--- src/rtl/counting_scheduler_pkg.sv ---
// Shared encodings, widths and the token-detector transition rule for the
// counting scheduler and its sequence-match core.
package counting_scheduler_pkg;

    // Field widths of the request/response interface
    localparam int LEN_W = 4;
    localparam int CNT_W = 4;
    localparam int ID_W  = 2;

    // Match counter saturates instead of wrapping
    localparam logic [CNT_W-1:0] CNT_MAX = '1;

    // 2-bit token alphabet
    typedef enum logic [1:0] {
        TOK_NONE = 2'd0,
        TOK_1    = 2'd1,
        TOK_2    = 2'd2,
        TOK_3    = 2'd3
    } token_t;

    // Detector progress through the 1-2-3 pattern
    typedef enum logic [1:0] {
        S0 = 2'd0,
        S1 = 2'd1,
        S2 = 2'd2,
        S3 = 2'd3
    } det_state_t;

    // Scheduler top-level phases
    typedef enum logic [1:0] {
        IDLE   = 2'd0,
        STREAM = 2'd1,
        RESP   = 2'd2
    } sched_state_t;

    // Next detector state for one consumed token. A '1' always restarts the
    // pattern, so a repeated '1' keeps the detector armed in S1.
    function automatic det_state_t det_next(input det_state_t s, input logic [1:0] t);
        det_state_t n;
        n = S0;
        case (t)
            TOK_1:   n = S1;
            TOK_2:   n = (s == S1) ? S2 : S0;
            TOK_3:   n = (s == S2) ? S3 : S0;
            default: n = S0;
        endcase
        return n;
    endfunction

endpackage

--- src/rtl/counting_scheduler_seq_match_core.sv ---
// Single 1-2-3 token sequence detector. Consumes at most one token per cycle
// and emits a registered one-cycle hit whenever the pattern completes.
module seq_match_core
    import counting_scheduler_pkg::*;
(
    input  logic       clk,
    input  logic       reset,
    input  logic       clear,
    input  logic       token_valid,
    input  logic [1:0] token,
    output logic       hit
);

    det_state_t r_state;
    det_state_t w_state_next;
    logic       r_hit;

    assign w_state_next = det_next(r_state, token);
    assign hit          = r_hit;

    // Advance the detector on each valid token; clear forces a fresh start
    always_ff @(posedge clk or posedge reset) begin
        if (reset) begin
            r_state <= S0;
            r_hit   <= 1'b0;
        end else if (clear) begin
            r_state <= S0;
            r_hit   <= 1'b0;
        end else if (token_valid) begin
            r_state <= w_state_next;
            r_hit   <= (w_state_next == S3);
        end else begin
            r_hit   <= 1'b0;
        end
    end

endmodule

--- src/rtl/counting_scheduler.sv ---
// Round-robin scheduler sharing one 1-2-3 detector between N_REQ requesters.
// A granted burst is captured, streamed into the detector one token per cycle,
// and the number of completed matches is returned over a valid/ready port.
module counting_scheduler
    import counting_scheduler_pkg::*;
#(
    parameter int N_REQ   = 4,
    parameter int MAX_LEN = 8
) (
    input  logic                       clk,
    input  logic                       reset,
    input  logic [N_REQ-1:0]           req_valid,
    output logic [N_REQ-1:0]           req_ready,
    input  logic [N_REQ*2*MAX_LEN-1:0] req_tokens,
    input  logic [N_REQ*LEN_W-1:0]     req_len,
    output logic                       resp_valid,
    input  logic                       resp_ready,
    output logic [ID_W-1:0]            resp_id,
    output logic [CNT_W-1:0]           resp_count
);

    localparam int TOK_W = 2 * MAX_LEN;

    // Requester 0 gets first pick after reset because the search starts at last+1
    localparam logic [ID_W-1:0] LAST_GRANT_RST = ID_W'(N_REQ - 1);

    // ------------------------------------------------------------------
    // Registered state
    // ------------------------------------------------------------------
    sched_state_t       r_state;
    logic [N_REQ-1:0]   r_req_ready;
    logic               r_resp_valid;
    logic [ID_W-1:0]    r_resp_id;
    logic [CNT_W-1:0]   r_resp_count;
    logic [ID_W-1:0]    r_last_grant;
    logic [ID_W-1:0]    r_id;
    logic [TOK_W-1:0]   r_tokens;
    logic [LEN_W-1:0]   r_len;
    logic [LEN_W-1:0]   r_idx;
    logic [CNT_W-1:0]   r_count;

    // ------------------------------------------------------------------
    // Per-requester views of the packed request buses, length pre-clamped
    // ------------------------------------------------------------------
    logic [TOK_W-1:0]   w_tok_arr [N_REQ];
    logic [LEN_W-1:0]   w_len_arr [N_REQ];

    generate
        for (genvar gi = 0; gi < N_REQ; gi++) begin : g_unpack
            logic [LEN_W-1:0] w_len_raw;
            assign w_len_raw     = req_len[gi*LEN_W +: LEN_W];
            assign w_tok_arr[gi] = req_tokens[gi*TOK_W +: TOK_W];
            assign w_len_arr[gi] = (w_len_raw > LEN_W'(MAX_LEN)) ? LEN_W'(MAX_LEN) : w_len_raw;
        end
    endgenerate

    // ------------------------------------------------------------------
    // Round-robin pick: first pending requester after the last one served
    // ------------------------------------------------------------------
    logic              w_found;
    logic [ID_W-1:0]   w_grant_id;
    logic [ID_W-1:0]   w_cand;

    // Walk the requesters starting just past the previous grant, with wrap
    always_comb begin
        w_found    = 1'b0;
        w_grant_id = '0;
        w_cand     = '0;
        for (int off = 1; off <= N_REQ; off++) begin
            w_cand = ID_W'((int'(r_last_grant) + off) % N_REQ);
            if (!w_found && req_valid[w_cand]) begin
                w_found    = 1'b1;
                w_grant_id = w_cand;
            end
        end
    end

    // ------------------------------------------------------------------
    // Detector feed. The detector is held cleared outside STREAM so every
    // burst starts from S0 without needing an explicit clear pulse.
    // ------------------------------------------------------------------
    logic [TOK_W-1:0]  w_tok_shift;
    logic [1:0]        w_token;
    logic              w_tok_valid;
    logic              w_det_clear;
    logic              w_hit;
    logic [CNT_W-1:0]  w_count_next;

    assign w_tok_shift = r_tokens >> {r_idx, 1'b0};
    assign w_token     = w_tok_shift[1:0];
    assign w_tok_valid = (r_state == STREAM) && (r_idx < r_len);
    assign w_det_clear = (r_state != STREAM);

    // The hit of the last token lands one cycle after it is fed, so the
    // final count is taken from here when STREAM hands over to RESP
    assign w_count_next = (w_hit && (r_count != CNT_MAX)) ? r_count + CNT_W'(1) : r_count;

    seq_match_core u_core (
        .clk         (clk),
        .reset       (reset),
        .clear       (w_det_clear),
        .token_valid (w_tok_valid),
        .token       (w_token),
        .hit         (w_hit)
    );

    // ------------------------------------------------------------------
    // Scheduler FSM with registered handshake outputs
    // ------------------------------------------------------------------
    // Grant, stream, then hold the result until the consumer takes it
    always_ff @(posedge clk or posedge reset) begin
        if (reset) begin
            r_state      <= IDLE;
            r_req_ready  <= '0;
            r_resp_valid <= 1'b0;
            r_resp_id    <= '0;
            r_resp_count <= '0;
            r_last_grant <= LAST_GRANT_RST;
            r_id         <= '0;
            r_tokens     <= '0;
            r_len        <= '0;
            r_idx        <= '0;
            r_count      <= '0;
        end else begin
            case (r_state)
                IDLE: begin
                    r_req_ready <= '0;
                    if (w_found) begin
                        r_req_ready <= N_REQ'(1) << w_grant_id;
                        r_id        <= w_grant_id;
                        r_tokens    <= w_tok_arr[w_grant_id];
                        r_len       <= w_len_arr[w_grant_id];
                        r_idx       <= '0;
                        r_count     <= '0;
                        r_state     <= STREAM;
                    end
                end

                STREAM: begin
                    r_req_ready <= '0;
                    r_count     <= w_count_next;
                    if (r_idx < r_len) begin
                        r_idx <= r_idx + LEN_W'(1);
                    end else begin
                        // All tokens fed (or none at all): publish the result
                        r_resp_valid <= 1'b1;
                        r_resp_id    <= r_id;
                        r_resp_count <= w_count_next;
                        r_state      <= RESP;
                    end
                end

                RESP: begin
                    r_req_ready <= '0;
                    if (resp_ready) begin
                        r_resp_valid <= 1'b0;
                        r_last_grant <= r_id;
                        r_state      <= IDLE;
                    end
                end

                default: begin
                    r_req_ready  <= '0;
                    r_resp_valid <= 1'b0;
                    r_state      <= IDLE;
                end
            endcase
        end
    end

    assign req_ready  = r_req_ready;
    assign resp_valid = r_resp_valid;
    assign resp_id    = r_resp_id;
    assign resp_count = r_resp_count;

endmodule

--- config.mk ---
export PLATFORM = sky130hd
export DESIGN_NAME = counting_scheduler
export DESIGN_NICKNAME = d
export VERILOG_FILES = /design/src/rtl/counting_scheduler_pkg.sv /design/src/rtl/counting_scheduler_seq_match_core.sv /design/src/rtl/counting_scheduler.sv
export SDC_FILE = /design/constraint.sdc
export NUM_CORES = 1
export LEC_CHECK = 0
export ABC_AREA = 1
export ABC_CLOCK_PERIOD_IN_PS = 3900
export BUFFER_PORTS_ARGS = -buffer_cell sky130_fd_sc_hd__buf_2
export CAP_MARGIN = 20
export CORE_ASPECT_RATIO = 1.5
export CORE_MARGIN = 2
export CORE_UTILIZATION = 47
export CTS_CLUSTER_SIZE = 40
export DETAILED_ROUTE_END_ITERATION = 7
export GPL_ROUTABILITY_DRIVEN = 0
export GPL_TIMING_DRIVEN = 0
export PLACE_DENSITY = 0.83
export SKIP_CTS_REPAIR_TIMING = 1
export SYNTH_ARGS = -nofsm -noshare
export SYNTH_HDL_FRONTEND = slang
export SYNTH_SLANG_ARGS = --single-unit
--- constraint.sdc ---
create_clock -name clk -period 3.9 [get_ports clk]
set_input_delay 0.78 -clock clk [delete_from_list [all_inputs] [get_ports clk]]
set_output_delay 0.78 -clock clk [all_outputs]
set_load 0.01 [all_outputs]
==> results of run 1 <==
[worst paths after layout]
check,slack (ns),endpoint,cells after the start,start
max in group asynchronous,2.86,r_last_grant[0]$_DFFE_PP1P_,3,reset
hold reg to reg,0.48,r_tokens[10]$_DFFE_PP0P_,2,r_tokens[10]$_DFFE_PP0P_
hold / removal,0.47,resp_count[1]$_DFFE_PP0P_,2,reset
min in group clk,0.48,r_tokens[10]$_DFFE_PP0P_,2,r_tokens[10]$_DFFE_PP0P_
setup / recovery,1.72,r_len[1]$_DFFE_PP0P_,17,r_last_grant[0]$_DFFE_PP1P_
setup reg to reg,1.72,r_len[1]$_DFFE_PP0P_,17,r_last_grant[0]$_DFFE_PP1P_
[metal layers]
layer,up-vias,wire length [um],part of all wire,global-route usage
met5,-,0,0,0
li1,1837,-,-,-
met1,1579,3395,0.42,0.2465
met3,12,381,0.047,0.02350
met2,134,4175,0.51,0.3981
met4,0,157,0.019,0.07407
[metrics by stage]
stage | worst slack [ns] | util
5_1_grt | 1.464 | 0.5867
3_5_place_dp | 1.603 | 0.5727
3_3_place_gp | 1.464 | 0.5698
2_1_floorplan | 1.978 | -
4_1_cts | 1.729 | 0.5867
6_report | 1.718 | 0.5867
[critical path, stage by stage, from the launching register on]
cell and delay, ns:
dfstp_2 0.54, buf_2 0.20, nand2_1 0.07, nand2_1 0.11
nand2_1 0.07, nand2_1 0.11, nand2_1 0.09, nand2_1 0.07
nand2_1 0.06, nand2_2 0.14, nand2_4 0.11, buf_6 0.17
nand2_1 0.06, nand2_1 0.05, nand2_1 0.05, nand2_1 0.05
nand2_1 0.07, nand2_1 0.05
[where the power goes]
| part | switching [mW] | leakage (nW) | internal [mW] |
|---|---|---|---|
| clock network | 0.170 | 0.0516 | 0.145 |
| registers | 0.0994 | 0.623 | 0.687 |
| logic | 1.82 | 1.74 | 0.973 |
| total | 2.09 | 2.42 | 1.81 |
[placed cells by master, fill, tap and decap left out, types with 3 or more instances in the layout]
cell and instances:
a21oi_1 3, buf_2 110, buf_4 3, buf_6 4, clkbuf_1 4, clkbuf_8 6
dfrtp_1 46, ha_1 5, inv_1 40, nand2_1 266, nand2_2 3, nand3_1 48
nor2_1 33, nor3_1 4, o211ai_1 5, o21ai_0 26, o21ai_1 3, o22ai_1 3
xor2_1 3
[cells in the mapped netlist, drive strengths merged, types with 3 or more instances]
| cell | number |
|---|---|
| inv | 42 |
| buf | 20 |
| ha | 5 |
| nor3 | 4 |
| o22ai | 3 |
| xor2 | 3 |
| nor2 | 34 |
| a21oi | 5 |
| dfrtp | 46 |
| o21ai | 29 |
| nand2 | 271 |
| clkbuf | 4 |
| o211ai | 5 |
| nand3 | 49 |
[cell families (layout without fill, tap and decap cells)]
family | count (synthesis) | after routing
buffers and inverters | 66 | 172
AND/OR/NAND/NOR | 361 | 361
XOR/XNOR | 3 | 3
adder cells (fa/ha/maj) | 5 | 5
AO/OA/AOI/OAI | 43 | 43
flip-flops | 48 | 48
[flip-flops by register name, indices dropped and copies added (netlist names)]
register        flops
u_core.hit          1
r_len               4
r_tokens           16
r_idx               4
r_id                2
resp_id             2
r_state             2
resp_count          4
u_core.r_state      2
req_ready           4
r_count             4
r_last_grant        2
resp_valid          1
[final cells by class]
cell class / instances / area [um2]
fillers: 666 / 2831
multi-input cells: 412 / 1812
flip-flops and latches: 48 / 1204
repair buffers: 98 / 505.5
inverters: 42 / 157.7
plain buffers: 24 / 147.6
well taps: 78 / 97.59
clock buffers: 6 / 82.58
clock inverters: 2 / 13.76
==> flow_summary.json, run 1 <==
{
  "run_status": "complete, no violations",
  "ant_nets": 0,
  "grt_max_degree": 29,
  "crit_path_start_kind": "flop",
  "layout.nets": 723,
  "grt_pass1_vias": 3292,
  "drt-initial-drc-count": 239,
  "clk_path_buf_depth": 2,
  "synth_mux_area_frac": 0,
  "post_drt_wl_per_cell_um": 11.42,
  "gr-total-overflow": 0,
  "synthSimpleGateAreaFrac": 0.4416,
  "setup_viol": 0,
  "coreArea_um2": 6852,
  "synth-compound-area-share": 0.07724,
  "ys_async_sr_fraction": 1.000,
  "syn-num-nets": 618,
  "cts_tree": "built",
  "crit_fanout": 10,
  "syn_to_final_growth_pct": 21.06,
  "yosysWarnings": 0,
  "fp.dieW_um": 72.63,
  "synth_edf_count": 0,
  "arrival_ns": 2.38,
  "dp.cells": 702,
  "timing.final.max_slew_violations": 0,
  "num_rows": 37,
  "htreeDepth": 2,
  "rsz0062_at_grt": "false",
  "hold_viol": 0,
  "syn-cell-area_um2": 3321,
  "layout_min_cycle_time_ns": 2.182,
  "cts_sinks": 48,
  "synth_top_cell_by_area": "dfrtp_1",
  "grt_first_pass_wirelength_um": 13570,
  "die_y_um": 106.9,
  "yosys-top-cells-area": "dfrtp_1 35%, nand2_1 30%, nand3_1 7.2%, inv_1 4.6%, o21ai_0 3.9%",
  "p_per_area_nw_per_um2": 968.4,
  "first_pass_iters": 4,
  "timing.hold.ws_ns": 0.4678,
  "wl_um": 8109,
  "seq_area_frac_synth": 0.3625,
  "hold_class": "in -> async",
  "synth_top_family_by_area": "simple AND/OR/NAND/NOR gates",
  "synth.distinct_cells": 27,
  "layout.cells.non_filler": 710,
  "fin_crit_sh": 0.5596,
  "vdd_drop_max_mv": 0.8349,
  "n_antenna_cell": 0,
  "die_area_um2": 7767,
  "synth_fa_ha_area_frac": 0.01884,
  "drive_gt1_frac": 0.2231,
  "synth.avg_cell_area_um2": 6.313,
  "pin_count": 98,
  "final_area_um2": 4020,
  "grt.total_usage": 0.2140,
  "hpwl_um": 6543,
  "cts_inserted_buffers": 5,
  "critical_path_class": "reg -> reg",
  "required_ns": 4.10,
  "antenna_found_initial": 0,
  "dr_total_vias": 3562,
  "power.total_mw": 3.893,
  "viasPerCell": 5.017,
  "fin_skew_ns": 0.007658,
  "fin_tns_setup_ns": 0,
  "critPathCaptureType": "flop",
  "initial_utilization": 0.4847,
  "synthXorXnorAreaFrac": 0.007913,
  "clkTransAtPathRegs_ns": 0.09,
  "leakagePower_nw": 2.418,
  "cts-root-buf": "clkbuf_8",
  "tightest_slew_ns": 0.5139,
  "clkLatencyLatePin_ns": 0.31,
  "syn_inst": 526,
  "io_buffer_count": 97,
  "ys_seq_elements": 48,
  "place_area_um2": 3924,
  "synth_top_area_share": 0.3466,
  "clock.fmax_mhz": 458.2,
  "synth_ff_type": "dfrtp_1",
  "maxSlewHeadroom": 0.6538,
  "drt_drc_violations_left": 0,
  "drv_cap": 0
}
No activity file was read; power rests on OpenSTA's default activity.
==> run 2, diff against run 1 <==
--- a/config.mk
+++ b/config.mk
@@ -6,7 +6,7 @@
 export NUM_CORES = 1
 export LEC_CHECK = 0
 export ABC_AREA = 1
-export ABC_CLOCK_PERIOD_IN_PS = 3900
+export ABC_CLOCK_PERIOD_IN_PS = 2250
 export BUFFER_PORTS_ARGS = -buffer_cell sky130_fd_sc_hd__buf_2
 export CAP_MARGIN = 20
 export CORE_ASPECT_RATIO = 1.5
==> constraint.sdc (replaced) <==
create_clock -name clk -period 2.25 [get_ports clk]
set_input_delay 0.45 -clock clk [delete_from_list [all_inputs] [get_ports clk]]
set_output_delay 0.45 -clock clk [all_outputs]
set_load 0.01 [all_outputs]
==> flow_summary.json, run 2 (synthesis gave the netlist of run 1 again) <==
{
  "wl_um": 8104,
  "hold_viol": 0,
  "fin_skew_ns": 0.006340,
  "cts_inserted_buffers": 5,
  "coreArea_um2": 6852,
  "grt_pass1_vias": 3292,
  "leakagePower_nw": 2.431,
  "n_antenna_cell": 0,
  "crit_path_start_kind": "flop",
  "dr_total_vias": 3546,
  "layout.nets": 723,
  "run_status": "complete, no violations",
  "timing.hold.ws_ns": 0.1378,
  "initial_utilization": 0.4847,
  "cp_slowest_cell": "dfstp_2",
  "crit_end": "r_len[2]$_DFFE_PP0P_",
  "tightest_slew_ns": 0.5136,
  "critical_path_class": "reg -> reg",
  "dp_slack_ns": 0.1036,
  "clk_path_buf_depth": 2,
  "dp.cells": 702,
  "vdd_drop_max_mv": 1.379,
  "crit_cells": 13,
  "antenna_found_initial": 0,
  "htreeDepth": 2,
  "drv_cap": 0,
  "grt_first_pass_wirelength_um": 13570,
  "cts_tree": "built",
  "worstSetupStartpoint": "r_last_grant[1]$_DFFE_PP1P_",
  "critPathCaptureType": "flop",
  "pin_count": 98,
  "grt_max_degree": 29,
  "ant_nets": 0,
  "cp_top_family": "simple AND/OR/NAND/NOR gates",
  "fin_ws_ns": 0.1846,
  "cpPeakStageDelay_ns": 0.62,
  "crit_fanout": 10,
  "drive_gt1_frac": 0.2358,
  "setup_viol": 0,
  "die_y_um": 106.9,
  "largest_reg_flops": 16,
  "hold_class": "in -> async",
  "io_buffer_count": 97,
  "syn_to_final_growth_pct": 22.46,
  "regMostFlops": "r_tokens",
  "gr-total-overflow": 0,
  "fp.dieW_um": 72.63,
  "clkLatencyLatePin_ns": 0.31,
  "cts_sinks": 48,
  "grt.total_usage": 0.2140,
  "first_pass_iters": 5,
  "layout.cells.non_filler": 710,
  "crit_chain": "inv_4 > nand2_1 > nand2_1 > nand2_1 > nand2_2 > a21oi_4 > nand2_1 > a21oi_4 > buf_2 > nand2_1 > nand2_1 > nand2_1 > nand2_1",
  "final_common_cell": "nand2_1",
  "hpwl_um": 6543,
  "r2r_end": "r_len[2]$_DFFE_PP0P_",
  "p_per_area_nw_per_um2": 1700,
  "required_ns": 2.50,
  "maxSlewHeadroom": 0.6540,
  "layout_min_cycle_time_ns": 2.065,
  "viasPerCell": 4.994,
  "r2r_cells": 13,
  "timing.final.max_slew_violations": 0,
  "reg2reg_from": "r_last_grant[1]$_DFFE_PP1P_",
  "clock.fmax_mhz": 484.2,
  "cts-root-buf": "clkbuf_8",
  "mostFrequentLayoutCells": "261 x nand2_1, 107 x buf_2, 48 x nand3_1",
  "ff2ff_setup_slack_ns": 0.18,
  "drt-initial-drc-count": 213,
  "cp_common_cell": "nand2_1",
  "die_area_um2": 7767,
  "drt_drc_violations_left": 0,
  "fin_crit_sh": 0.9179,
  "post-route-util": 0.5935,
  "clkTransAtPathRegs_ns": 0.09,
  "power.total_mw": 6.912,
  "path_buf_inv": 2,
  "post_drt_wl_per_cell_um": 11.41,
  "num_rows": 37,
  "arrival_ns": 2.31
}
[run 2: cell count changes in the layout (fill, tap and decap cells not counted), moves of 2 or more]
cell / before / now
nand2_1: 266 / 261
nand2_2: 3 / 7
buf_2: 110 / 107
clkbuf_1: 4 / 2
clkbuf_2: 0 / 2
[run 2: worst min path at each step]
| stage | slack [ns] | cells after the start | end | startpoint |
|---|---|---|---|---|
| after floorplan | 0.44 | 2 | r_len[0]$_DFFE_PP0P_ | r_len[0]$_DFFE_PP0P_ |
| after global placement | 0.46 | 2 | resp_count[3]$_DFFE_PP0P_ | resp_count[3]$_DFFE_PP0P_ |
| after detailed placement | 0.46 | 2 | r_tokens[3]$_DFFE_PP0P_ | r_tokens[3]$_DFFE_PP0P_ |
| after CTS | 0.16 | 2 | resp_count[1]$_DFFE_PP0P_ | reset |
| after global routing | 0.19 | 2 | resp_count[1]$_DFFE_PP0P_ | reset |
| final | 0.14 | 2 | resp_count[1]$_DFFE_PP0P_ | reset |
[run 2: routing by layer]
layer	track usage	routed length (um)	share of wire	up-vias
met5	0	0	0	-
met4	0.07407	202	0.025	0
met3	0.02350	322	0.040	16
met2	0.3981	4187	0.52	107
met1	0.2465	3392	0.42	1582
li1	-	-	-	1841
[run 2: per-stage QoR]
stage	cell area (um2)	setup TNS (ns)
after CTS	4020	0
after floorplan	3321	0
final	4066	0
after global routing	4066	-0.003019
after detailed placement	3924	0
after global placement	3904	0
[run 2: layout make-up]
| cell class | count | area (um2) |
|---|---|---|
| Buffer | 24 | 165.2 |
| Clock buffer | 6 | 82.58 |
| Clock inverter | 2 | 13.76 |
| Fill cell | 658 | 2785 |
| Inverter | 42 | 160.2 |
| Multi-Input combinational cell | 412 | 1838 |
| Sequential cell | 48 | 1204 |
| Tap cell | 78 | 97.59 |
| Timing Repair Buffer | 98 | 505.5 |
[run 2: power by group]
group          internal, mW  switching, mW  leakage [nW]
registers              1.19          0.180         0.623
clock network         0.251          0.294        0.0516
logic                  1.79           3.20          1.76
==> run 3, diff against run 2 <==
--- a/config.mk
+++ b/config.mk
@@ -11,12 +11,12 @@
 export CAP_MARGIN = 20
 export CORE_ASPECT_RATIO = 1.5
 export CORE_MARGIN = 2
-export CORE_UTILIZATION = 47
+export CORE_UTILIZATION = 50
 export CTS_CLUSTER_SIZE = 40
 export DETAILED_ROUTE_END_ITERATION = 7
 export GPL_ROUTABILITY_DRIVEN = 0
 export GPL_TIMING_DRIVEN = 0
-export PLACE_DENSITY = 0.83
+export PLACE_DENSITY = 0.87
 export SKIP_CTS_REPAIR_TIMING = 1
 export SYNTH_ARGS = -nofsm -noshare
 export SYNTH_HDL_FRONTEND = slang
==> flow_summary.json, run 3 (synthesis gave the netlist of run 1 again) <==
{
  "coreArea_um2": 6486,
  "cts_tree": "built",
  "antenna_found_initial": 0,
  "clkLatencyLatePin_ns": 0.31,
  "crit_path_start_kind": "flop",
  "grt.total_usage": 0.2332,
  "die_area_um2": 7323,
  "largest_reg_flops": 16,
  "mostFrequentLayoutCells": "265 x nand2_1, 103 x buf_2, 48 x nand3_1",
  "crit_fanout": 10,
  "first_pass_iters": 4,
  "layout_min_cycle_time_ns": 2.108,
  "critical_path_class": "reg -> reg",
  "clkTransAtPathRegs_ns": 0.09,
  "dr_total_vias": 3590,
  "grt_max_degree": 44,
  "wl_um": 8332,
  "fin_crit_sh": 0.9367,
  "timing.final.max_slew_violations": 0,
  "run_status": "complete, no violations",
  "num_rows": 36,
  "drt-initial-drc-count": 165,
  "hpwl_um": 6577,
  "grt_first_pass_wirelength_um": 14080,
  "regMostFlops": "r_tokens",
  "vdd_drop_max_mv": 1.888,
  "grt_pass1_vias": 3415,
  "pin_count": 98,
  "dp.cells": 700,
  "power.total_mw": 7.057,
  "hold_viol": 0,
  "fin_ws_ns": 0.1424,
  "cts-root-buf": "clkbuf_8",
  "rsz0062_at_grt": "false",
  "io_buffer_count": 97,
  "fin_skew_ns": 0.009119,
  "layout.cells.non_filler": 709,
  "fp.dieW_um": 70.54,
  "initial_utilization": 0.5120,
  "cts_sinks": 48,
  "layout.nets": 724,
  "syn_to_final_growth_pct": 23.29,
  "gr-total-overflow": 0,
  "post-route-util": 0.6312,
  "critPathCaptureType": "flop",
  "n_antenna_cell": 0,
  "post_drt_wl_per_cell_um": 11.75,
  "htreeDepth": 2,
  "arrival_ns": 2.30,
  "setup_viol": 0,
  "cts_inserted_buffers": 5,
  "ant_nets": 0,
  "fin_tns_setup_ns": 0,
  "hold_class": "in -> async",
  "clk_path_buf_depth": 2,
  "clock.fmax_mhz": 474.5,
  "final_common_cell": "nand2_1",
  "drv_cap": 0,
  "viasPerCell": 5.063,
  "tightest_slew_ns": 0.5026,
  "drive_gt1_frac": 0.2306,
  "required_ns": 2.45,
  "drt_drc_violations_left": 0,
  "filler_cell_count": 606,
  "die_y_um": 103.8,
  "leakagePower_nw": 2.445,
  "p_per_area_nw_per_um2": 1724,
  "dp_slack_ns": 0.1256,
  "maxSlewHeadroom": 0.6614
}
## run 3: changes by cell type in the layout (fill, tap and decap cells not counted), moves of 2 or more
cell      change
buf_2         -4
nand2_1       +4
nand2_2       -4
buf_4         +3
clkbuf_4      +2
clkinv_4      +2
## run 3: layout make-up
cell class                 instances  area, um2  share of cell area
buffer                            24      171.4             0.04187
tap                               76      95.09             0.02323
timing repair buffer              99      513.0              0.1253
multi-input combinational        412       1837              0.4487
sequential                        48       1204              0.2940
inverter                          42      157.7             0.03851
clock buffer                       5      68.82             0.01681
clock inverter                     3      47.55             0.01161
## run 3: critical path, cell delays in order, from the launching register on
cell and delay [ns]:
dfstp_2 0.60, inv_2 0.08, nand2_1 0.07, nand2_1 0.08
nand2_2 0.08, nand2_2 0.08, a21oi_4 0.16, nand3_4 0.21
buf_4 0.24, nand3_1 0.09, nand2_1 0.06, nand2_1 0.06
nand2_1 0.07, nand2_1 0.06, nand2_1 0.05
## run 3: path summary, 6_finish.rpt
check | start | end | slack (ns) | depth (start not counted)
max | r_last_grant[1]$_DFFE_PP1P_ | r_tokens[12]$_DFFE_PP0P_ | 0.14 | 14
min | reset | resp_id[1]$_DFFE_PP0P_ | 0.01 | 2
max reg2reg | r_last_grant[1]$_DFFE_PP1P_ | r_tokens[12]$_DFFE_PP0P_ | 0.14 | 14
min reg2reg | r_tokens[5]$_DFFE_PP0P_ | r_tokens[5]$_DFFE_PP0P_ | 0.48 | 2
max in group asynchronous | reset | r_tokens[0]$_DFFE_PP0P_ | 1.78 | 3
min in group clk | r_tokens[5]$_DFFE_PP0P_ | r_tokens[5]$_DFFE_PP0P_ | 0.48 | 2
## run 3: stage by stage
| stage | cell area [um2] | hold WS (ns) |
|---|---|---|
| detailed placement | 3921 | 0.3487 |
| global route | 4094 | 0.01221 |
| floorplan | 3321 | 0.4434 |
| finish | 4094 | 0.01223 |
| global placement | 3901 | 0.4604 |
| CTS | 4038 | 0.008542 |
## run 3: where the power goes
part           leakage, nW  internal (mW)  switching (mW)
Combinational         1.76           1.83            3.24
Clock               0.0583          0.334           0.290
Sequential           0.623           1.19           0.179
Total                 2.45           3.35            3.70
## run 3: routing by layer
layer	global-route usage	vias up	wire length (um)	share of wire
li1	-	1849	-	-
met1	0.2670	1589	3323	0.40
met5	0	-	0	0
met3	0.03794	26	429	0.051
met4	0.1307	0	368	0.044
met2	0.4043	126	4211	0.51
